[src/rtl/mem_port_arbiter_if.sv]
// Core-side and memory-side signal bundle of the shared memory port arbiter.
// The arbiter takes the slave view; the core/memory environment takes master.
interface mem_port_arbiter_if #(
  parameter int ADDR_W = 32,
  parameter int DATA_W = 32
);
  logic              instr_rd_i;
  logic [ADDR_W-1:0] instr_addr_i;
  logic [DATA_W-1:0] instr_data_o;
  logic              instr_ready_o;
  logic              data_rd_i;
  logic              data_wr_i;
  logic [ADDR_W-1:0] data_addr_i;
  logic [DATA_W-1:0] data_wdata_i;
  logic [DATA_W-1:0] data_rdata_o;
  logic              data_ready_o;
  logic              mem_req_o;
  logic              mem_we_o;
  logic [ADDR_W-1:0] mem_addr_o;
  logic [DATA_W-1:0] mem_wdata_o;
  logic [DATA_W-1:0] mem_rdata_i;
  logic              mem_ack_i;
  logic              err_o;

  modport slave (
    input  instr_rd_i, instr_addr_i,
    input  data_rd_i, data_wr_i, data_addr_i, data_wdata_i,
    input  mem_rdata_i, mem_ack_i,
    output instr_data_o, instr_ready_o,
    output data_rdata_o, data_ready_o,
    output mem_req_o, mem_we_o, mem_addr_o, mem_wdata_o,
    output err_o
  );

  modport master (
    output instr_rd_i, instr_addr_i,
    output data_rd_i, data_wr_i, data_addr_i, data_wdata_i,
    output mem_rdata_i, mem_ack_i,
    input  instr_data_o, instr_ready_o,
    input  data_rdata_o, data_ready_o,
    input  mem_req_o, mem_we_o, mem_addr_o, mem_wdata_o,
    input  err_o
  );
endinterface

[src/rtl/mem_port_arbiter.sv]
// Shares one single-ported memory between fetch and data ports,
// data first, with buffered results and a per-access ack timeout.
module mem_port_arbiter #(
  parameter int ADDR_W = 32,
  parameter int DATA_W = 32,
  parameter int TIMEOUT = 255,
  parameter logic [DATA_W-1:0] ERR_WORD = 32'h0000_0013
) (
  input logic clk_i,
  input logic rst_i,
  mem_port_arbiter_if.slave bus
);

  localparam int CW = (TIMEOUT > 1) ? $clog2(TIMEOUT) : 1;
  localparam logic [CW-1:0] CNT_LAST =
    CW'((TIMEOUT > 0) ? TIMEOUT - 1 : 0);

  typedef enum logic [1:0] {
    IDLE,
    DATA_BUSY,
    INSTR_BUSY
  } state_t;

  state_t state, state_n;

  logic          data_done;
  logic          instr_done;
  logic [CW-1:0] cnt;

  logic              req_q;
  logic              we_q;
  logic [ADDR_W-1:0] addr_q;
  logic [DATA_W-1:0] wdata_q;
  logic [DATA_W-1:0] idata_q;
  logic [DATA_W-1:0] rdata_q;
  logic              err_q;

  logic data_req;
  logic data_rdy;
  logic instr_rdy;
  logic advance;
  logic tmo_hit;
  logic issue_d;
  logic issue_i;
  logic fin_d;
  logic fin_i;
  logic tmo;

  assign data_req  = bus.data_rd_i | bus.data_wr_i;
  assign data_rdy  = ~data_req | data_done;
  assign instr_rdy = ~bus.instr_rd_i | instr_done;
  assign advance   = instr_rdy & data_rdy;
  assign tmo_hit   = (TIMEOUT != 0) && (cnt == CNT_LAST);

  always_comb begin
    state_n = state;
    issue_d = 1'b0;
    issue_i = 1'b0;
    fin_d   = 1'b0;
    fin_i   = 1'b0;
    tmo     = 1'b0;
    unique case (state)
      IDLE: begin
        // requests seen in the advance cycle belong to the old round
        if (!advance) begin
          if (data_req && !data_done) begin
            issue_d = 1'b1;
            state_n = DATA_BUSY;
          end else if (bus.instr_rd_i && !instr_done) begin
            issue_i = 1'b1;
            state_n = INSTR_BUSY;
          end
        end
      end
      DATA_BUSY: begin
        if (bus.mem_ack_i) begin
          fin_d   = 1'b1;
          state_n = IDLE;
        end else if (tmo_hit) begin
          fin_d   = 1'b1;
          tmo     = 1'b1;
          state_n = IDLE;
        end
      end
      INSTR_BUSY: begin
        if (bus.mem_ack_i) begin
          fin_i   = 1'b1;
          state_n = IDLE;
        end else if (tmo_hit) begin
          fin_i   = 1'b1;
          tmo     = 1'b1;
          state_n = IDLE;
        end
      end
      default: state_n = IDLE;
    endcase
  end

  always_ff @(posedge clk_i or negedge rst_i) begin
    if (!rst_i) begin
      state      <= IDLE;
      data_done  <= 1'b0;
      instr_done <= 1'b0;
      cnt        <= '0;
      req_q      <= 1'b0;
      we_q       <= 1'b0;
      addr_q     <= '0;
      wdata_q    <= '0;
      idata_q    <= '0;
      rdata_q    <= '0;
      err_q      <= 1'b0;
    end else begin
      state <= state_n;
      if (advance) begin
        data_done  <= 1'b0;
        instr_done <= 1'b0;
      end
      if (fin_d) data_done <= 1'b1;
      if (fin_i) instr_done <= 1'b1;
      if (state != IDLE) cnt <= cnt + 1'b1;
      if (issue_d) begin
        req_q   <= 1'b1;
        we_q    <= bus.data_wr_i;
        addr_q  <= bus.data_addr_i;
        wdata_q <= bus.data_wdata_i;
        cnt     <= '0;
      end
      if (issue_i) begin
        req_q  <= 1'b1;
        we_q   <= 1'b0;
        addr_q <= bus.instr_addr_i;
        cnt    <= '0;
      end
      if (fin_d || fin_i) req_q <= 1'b0;
      if (fin_d && !we_q) rdata_q <= tmo ? ERR_WORD : bus.mem_rdata_i;
      if (fin_i) idata_q <= tmo ? ERR_WORD : bus.mem_rdata_i;
      if (tmo) err_q <= 1'b1;
    end
  end

  assign bus.instr_data_o  = idata_q;
  assign bus.instr_ready_o = instr_rdy;
  assign bus.data_rdata_o  = rdata_q;
  assign bus.data_ready_o  = data_rdy;
  assign bus.mem_req_o     = req_q;
  assign bus.mem_we_o      = we_q;
  assign bus.mem_addr_o    = addr_q;
  assign bus.mem_wdata_o   = wdata_q;
  assign bus.err_o         = err_q;

endmodule
[src/flat_wrapper.sv]
// flat-port wrapper written by rule: the top's interface ports become plain ports
module mem_port_arbiter_flat 
#(
  parameter int ADDR_W = 32,
  parameter int DATA_W = 32,
  parameter int TIMEOUT = 255,
  parameter logic [DATA_W-1:0] ERR_WORD = 32'h0000_0013
)
  (clk_i, rst_i, bus_instr_rd_i, bus_instr_addr_i, bus_data_rd_i, bus_data_wr_i, bus_data_addr_i, bus_data_wdata_i, bus_mem_rdata_i, bus_mem_ack_i, bus_instr_data_o, bus_instr_ready_o, bus_data_rdata_o, bus_data_ready_o, bus_mem_req_o, bus_mem_we_o, bus_mem_addr_o, bus_mem_wdata_o, bus_err_o);
  mem_port_arbiter_if #(.ADDR_W(ADDR_W), .DATA_W(DATA_W)) bus_i ();
  input logic clk_i;
  input logic rst_i;
  input wire logic [$bits(bus_i.instr_rd_i)-1:0] bus_instr_rd_i;
  input wire logic [$bits(bus_i.instr_addr_i)-1:0] bus_instr_addr_i;
  input wire logic [$bits(bus_i.data_rd_i)-1:0] bus_data_rd_i;
  input wire logic [$bits(bus_i.data_wr_i)-1:0] bus_data_wr_i;
  input wire logic [$bits(bus_i.data_addr_i)-1:0] bus_data_addr_i;
  input wire logic [$bits(bus_i.data_wdata_i)-1:0] bus_data_wdata_i;
  input wire logic [$bits(bus_i.mem_rdata_i)-1:0] bus_mem_rdata_i;
  input wire logic [$bits(bus_i.mem_ack_i)-1:0] bus_mem_ack_i;
  output wire logic [$bits(bus_i.instr_data_o)-1:0] bus_instr_data_o;
  output wire logic [$bits(bus_i.instr_ready_o)-1:0] bus_instr_ready_o;
  output wire logic [$bits(bus_i.data_rdata_o)-1:0] bus_data_rdata_o;
  output wire logic [$bits(bus_i.data_ready_o)-1:0] bus_data_ready_o;
  output wire logic [$bits(bus_i.mem_req_o)-1:0] bus_mem_req_o;
  output wire logic [$bits(bus_i.mem_we_o)-1:0] bus_mem_we_o;
  output wire logic [$bits(bus_i.mem_addr_o)-1:0] bus_mem_addr_o;
  output wire logic [$bits(bus_i.mem_wdata_o)-1:0] bus_mem_wdata_o;
  output wire logic [$bits(bus_i.err_o)-1:0] bus_err_o;
  assign bus_i.instr_rd_i = bus_instr_rd_i;
  assign bus_i.instr_addr_i = bus_instr_addr_i;
  assign bus_i.data_rd_i = bus_data_rd_i;
  assign bus_i.data_wr_i = bus_data_wr_i;
  assign bus_i.data_addr_i = bus_data_addr_i;
  assign bus_i.data_wdata_i = bus_data_wdata_i;
  assign bus_i.mem_rdata_i = bus_mem_rdata_i;
  assign bus_i.mem_ack_i = bus_mem_ack_i;
  assign bus_instr_data_o = bus_i.instr_data_o;
  assign bus_instr_ready_o = bus_i.instr_ready_o;
  assign bus_data_rdata_o = bus_i.data_rdata_o;
  assign bus_data_ready_o = bus_i.data_ready_o;
  assign bus_mem_req_o = bus_i.mem_req_o;
  assign bus_mem_we_o = bus_i.mem_we_o;
  assign bus_mem_addr_o = bus_i.mem_addr_o;
  assign bus_mem_wdata_o = bus_i.mem_wdata_o;
  assign bus_err_o = bus_i.err_o;
  mem_port_arbiter #(.ADDR_W(ADDR_W), .DATA_W(DATA_W), .TIMEOUT(TIMEOUT), .ERR_WORD(ERR_WORD)) u_core (.clk_i(clk_i), .rst_i(rst_i), .bus(bus_i));
endmodule
[config.mk]
export PLATFORM = sky130hd
export DESIGN_NAME = mem_port_arbiter_flat
export DESIGN_NICKNAME = d
export VERILOG_FILES = /design/src/rtl/mem_port_arbiter_if.sv /design/src/rtl/mem_port_arbiter.sv /design/src/flat_wrapper.sv
export SDC_FILE = /design/constraint.sdc
export NUM_CORES = 1
export LEC_CHECK = 0
export ABC_AREA = 1
export CORE_ASPECT_RATIO = 1.4
export CORE_MARGIN = 3
export CORE_UTILIZATION = 45
export CTS_BUF_LIST = sky130_fd_sc_hd__clkbuf_8
export CTS_CLUSTER_DIAMETER = 60
export CTS_CLUSTER_SIZE = 20
export DETAILED_ROUTE_END_ITERATION = 12
export MAX_ROUTING_LAYER = met4
export PLACE_DENSITY = 0.84
export SLEW_MARGIN = 20
export SYNTH_ARGS = -nofsm -noshare
export SYNTH_HDL_FRONTEND = slang
export SYNTH_SLANG_ARGS = --single-unit
[constraint.sdc]
create_clock -name clk_i -period 5.4 [get_ports clk_i]
set_clock_uncertainty 0.2 [all_clocks]
set_input_delay 1.35 -clock clk_i [delete_from_list [all_inputs] [get_ports clk_i]]
set_output_delay 1.35 -clock clk_i [all_outputs]
set_load 0.03 [all_outputs]
After elaboration in Yosys (flattened, before gate mapping)
Index checks and enable logic that the tools add are counted.
Word-level totals
  bits of input ports: 134
  bits in latches: 0
  memories: 0
  bits in registers: 143
  logic and storage cells: 73
  bits in writable memories: 0
  memory bits (read-only): 0
Cells by class
  shift operators: 0
  divide/modulo/power cells: 0
  add/sub/neg operators: 1
  bitwise gates (word level): 6
  magnitude comparators: 0
  eq/ne operators: 6
  mux-type cells: 33
  $mul: 0
  reductions and logical operators: 16
Operators with widths (count)
  $mux W32: 3
  $mux W8: 3
  $mux W1: 21
  $mux W2: 5
  $add A8 B1 Y8 const B: 1
  $eq A8 B8 Y1 const B: 1
  $reduce_bool A2 Y1: 4
  $ne A3 B1 Y1 const B: 2
  $reduce_bool A3 Y1: 2
  $pmux W2 S2: 1
  $logic_and A1 B1 Y1: 3
  $logic_not A1 Y1: 3
  $or A1 B1 Y1: 3
  $reduce_and A3 Y1: 1
  $eq A2 B1 Y1 const B: 1
  $eq A2 B2 Y1 const B: 1
  $logic_not A2 Y1: 1
  $ne A2 B2 Y1 const B: 1
  $not A1 Y1: 2
  $reduce_or A2 Y1: 1
  $and A1 B1 Y1: 1
  $logic_or A1 B1 Y1: 1

Longest topological paths before layout
  word-level depth: 9
  depth in mapped cells: 11
  mapped depth without buffers: 9

Worst setup path before layout
Ideal clock, no wire load.
  path type: input to output
  from: in bus_data_wr_i
  to: out bus_data_ready_o
  data required time: 3850 ps
  stages on the path: 1
  arrival: 1753 ps
  slack: 2097 ps
  cell sequence: o21ai_2
Between the ends
  longest elaborated chain between the ends: 3
Ends and longest elaborated chain
  from (decl): RTL line flat_wrapper.sv:16  | input wire logic [$bits(bus_i.data_wr_i)-1:0] bus_data_wr_i;
  $or A1 B1 Y1: RTL line mem_port_arbiter.sv:49  | assign data_req = bus.data_rd_i | bus.data_wr_i;
  $not A1 Y1: RTL line mem_port_arbiter.sv:50  | assign data_rdy = ~data_req | data_done;
  $or A1 B1 Y1: RTL line mem_port_arbiter.sv:50
  to (decl): RTL line flat_wrapper.sv:24  | output wire logic [$bits(bus_i.data_ready_o)-1:0] bus_data_ready_o;
No other way between the ends.

Worst setup path after layout
Same ends and word-level chain as after synthesis.

==> flow_summary.json <==
{
  "status": "finished, final reports clean",
  "ioPinCount": 267,
  "crit_top_cell": "clkdlybuf4s50_1",
  "cts.sinks": 143,
  "rsz0062_at_grt": "false",
  "grt_overflow": 0,
  "netlist_area_mm2": 0.006231,
  "drt_iter0_markers": 277,
  "synth.distinct_cells": 26,
  "multi_input_area_mm2": 0.002177,
  "hold_viol": 0,
  "antenna_cells": 0,
  "nFillCells": 1018,
  "drive_above_1_share": 0.08741,
  "cts_buffer_depth": 2,
  "grt_antenna_before_repair": 0,
  "fin_crit_ps": 4403,
  "syn_avg_cell_area_um2": 8.965,
  "grt_pass1_vias": 5465,
  "dieArea_mm2": 0.01531,
  "htree_num_levels": 4,
  "final_nets": 1087,
  "place_hpwl_mm": 12.08,
  "slew_viol_final": 0,
  "worst_pin_slew_ps": 987.3,
  "drc_errors": 0,
  "min_from": "u_core.bus.err_o",
  "ys_ff_latch": 143,
  "critPathBufInv": 2,
  "syn2layout_area_growth_pct": 49.74,
  "worstSetupPathType": "input port to primary output",
  "syn_nets": 834,
  "core_area_mm2": 0.01345,
  "hold_class": "flip-flop to flip-flop",
  "cts_hold_buf": 0,
  "crit_arrival_ps": 2850,
  "ys_seq_area_frac": 0.5743,
  "start_util": 0.4633,
  "grt_max_degree": 83,
  "cellLeakagePower_nw": 4.457,
  "die_y_um": 145.2,
  "instances_no_fill": 1143,
  "fin_area_mm2": 0.009330,
  "fin_ws_ps": 996.5,
  "powerDensity_mw_per_mm2": 646.2,
  "slowest_stage": "clkdlybuf4s50_1",
  "ant_nets": 0,
  "clk_pin_slew_ps": 80,
  "cp_slowest_stage_delay_ps": 740,
  "worst_r2r_path_depth": 6,
  "firstDrtPassIters": 7,
  "cp-end-kind": "primary output",
  "die_x_um": 105.5,
  "worstSetupStartpointType": "input port",
  "yosys_warnings": 0,
  "cp.depth": 3,
  "setup_violations": 0,
  "via_per_inst": 4.837,
  "whs_ps": 269.5,
  "startpoint": "bus_data_wr_i",
  "root_buffer": "clkbuf_8",
  "crit_end": "bus_data_ready_o",
  "final_cell_mix": "clkdlybuf4s50_1 (265), nand2_1 (249), dfrtp_1 (143), o21ai_0 (76), inv_1 (57)",
  "synth_cells": 695,
  "maxCapViolations": 0,
  "cts_buffers": 17,
  "wire_per_inst_um": 14.93,
  "path_delay_family": "buffers and inverters",
  "cp_cell_sequence": "clkdlybuf4s50_1, o21ai_2, clkdlybuf4s50_1",
  "r2r_end": "u_core.bus.mem_addr_o[27]",
  "place_area_mm2": 0.008909,
  "cts_tree": "yes",
  "std_cell_rows": 50,
  "grt_usage": 0.2327,
  "vias": 5529,
  "clock_latency_ps": 430,
  "tns_ps": 0,
  "mostFrequentLayoutCell": "clkdlybuf4s50_1",
  "dpl.cell_count": 1111,
  "cp_max_fo": 6,
  "crit_required_ps": 3850,
  "drt_wl_total_mm": 17.07,
  "port_buffers": 266,
  "finalCritPeriodShare": 0.8155,
  "fmaxAchievable_mhz": 227.1,
  "slew_headroom": 0.3395,
  "ir_worst_vdd_mv": 0.5616,
  "regArea_mm2": 0.003578,
  "place_ws_ps": 985.8,
  "place.gp.congestion": 0.8518,
  "cts.repair.resized": 0,
  "grt_pass1_wl_mm": 27.71,
  "post-cts-setup-buffers": 0,
  "r2r_slack_ps": 2570,
  "rr_startpoint": "u_core.state[0]"
}
state kept, by name (all words and copies together), names as in the netlist:
signal	cells
u_core.bus.mem_wdata_o	32
u_core.bus.instr_data_o	32
u_core.cnt	8
u_core.bus.data_rdata_o	32
u_core.data_done	1
u_core.bus.err_o	1
u_core.bus.mem_req_o	1
u_core.bus.mem_addr_o	32
u_core.bus.mem_we_o	1
u_core.state	2
u_core.instr_done	1
stage by stage:
| step | power (mW) | util |
|---|---|---|
| 4_1_cts | 6.094 | 0.6933 |
| 2_1_floorplan | 3.840 | - |
| 3_3_place_gp | 5.102 | 0.6623 |
| 6_report | 6.029 | 0.6937 |
| 3_5_place_dp | 5.173 | 0.6623 |
| 5_1_grt | 6.409 | 0.6937 |
layer usage:
metal  share of wire  global-route usage  vias to the layer above
met5               0                   -                        -
met4           0.027             0.08536                        0
met3           0.068             0.04984                       34
met2            0.51              0.3799                      208
met1            0.39              0.2840                     2572
li1                -                   -                     2715
worst min path at each step:
| stage | cells past startpoint | end | slack [ps] |
|---|---|---|---|
| 2_1_floorplan | 2 | u_core.state[1] | 270 |
| 3_3_place_gp | 2 | u_core.bus.err_o | 250 |
| 3_5_place_dp | 2 | u_core.bus.err_o | 260 |
| 4_1_cts | 2 | u_core.bus.err_o | 270 |
| 5_1_grt | 2 | u_core.bus.mem_addr_o[0] | 300 |
| 6_report | 2 | u_core.bus.err_o | 270 |
cell usage after synthesis (all sizes together):
master  count  area share
nand4       2      0.0020
clkbuf     12      0.0074
nand3      40       0.035
o21ai     140        0.13
nor2        9      0.0070
o211ai      1      0.0012
a21oi       2      0.0016
nor3        1     0.00080
dfrtp     143        0.57
buf        27       0.036
ha          5       0.010
nand3b      1      0.0012
inv        57       0.034
nand2     255        0.16
layout make-up:
class	count	share of cell area
clock buffers	18	0.02655
repair buffers	273	0.2911
multi-input cells	456	0.2333
inverters	57	0.02293
flip-flops and latches	143	0.3835
well taps	182	0.02441
clock inverters	14	0.01810
report_power, final:
part	internal (mW)	switching (mW)
Combinational	1.26	2.02
Clock	0.441	0.458
Sequential	1.57	0.272
logic make-up (layout without fill, tap and decap cells):
group | after synthesis | in the layout | synth area share
and+or+nand+nor | 308 | 308 | 0.2024
AOI/OAI and AO/OA | 143 | 143 | 0.1357
DFF | 143 | 143 | 0.5743
buffers and inverters | 96 | 362 | 0.07751
adders and majority gates | 5 | 5 | 0.01004
worst min-delay path, delay by kind of cell (launching register included):
family,cells,cell delay [ps]
buffers and inverters,1,40
DFF,1,350
and+or+nand+nor,1,50
Note: power is estimated with default switching activity, not from simulation.
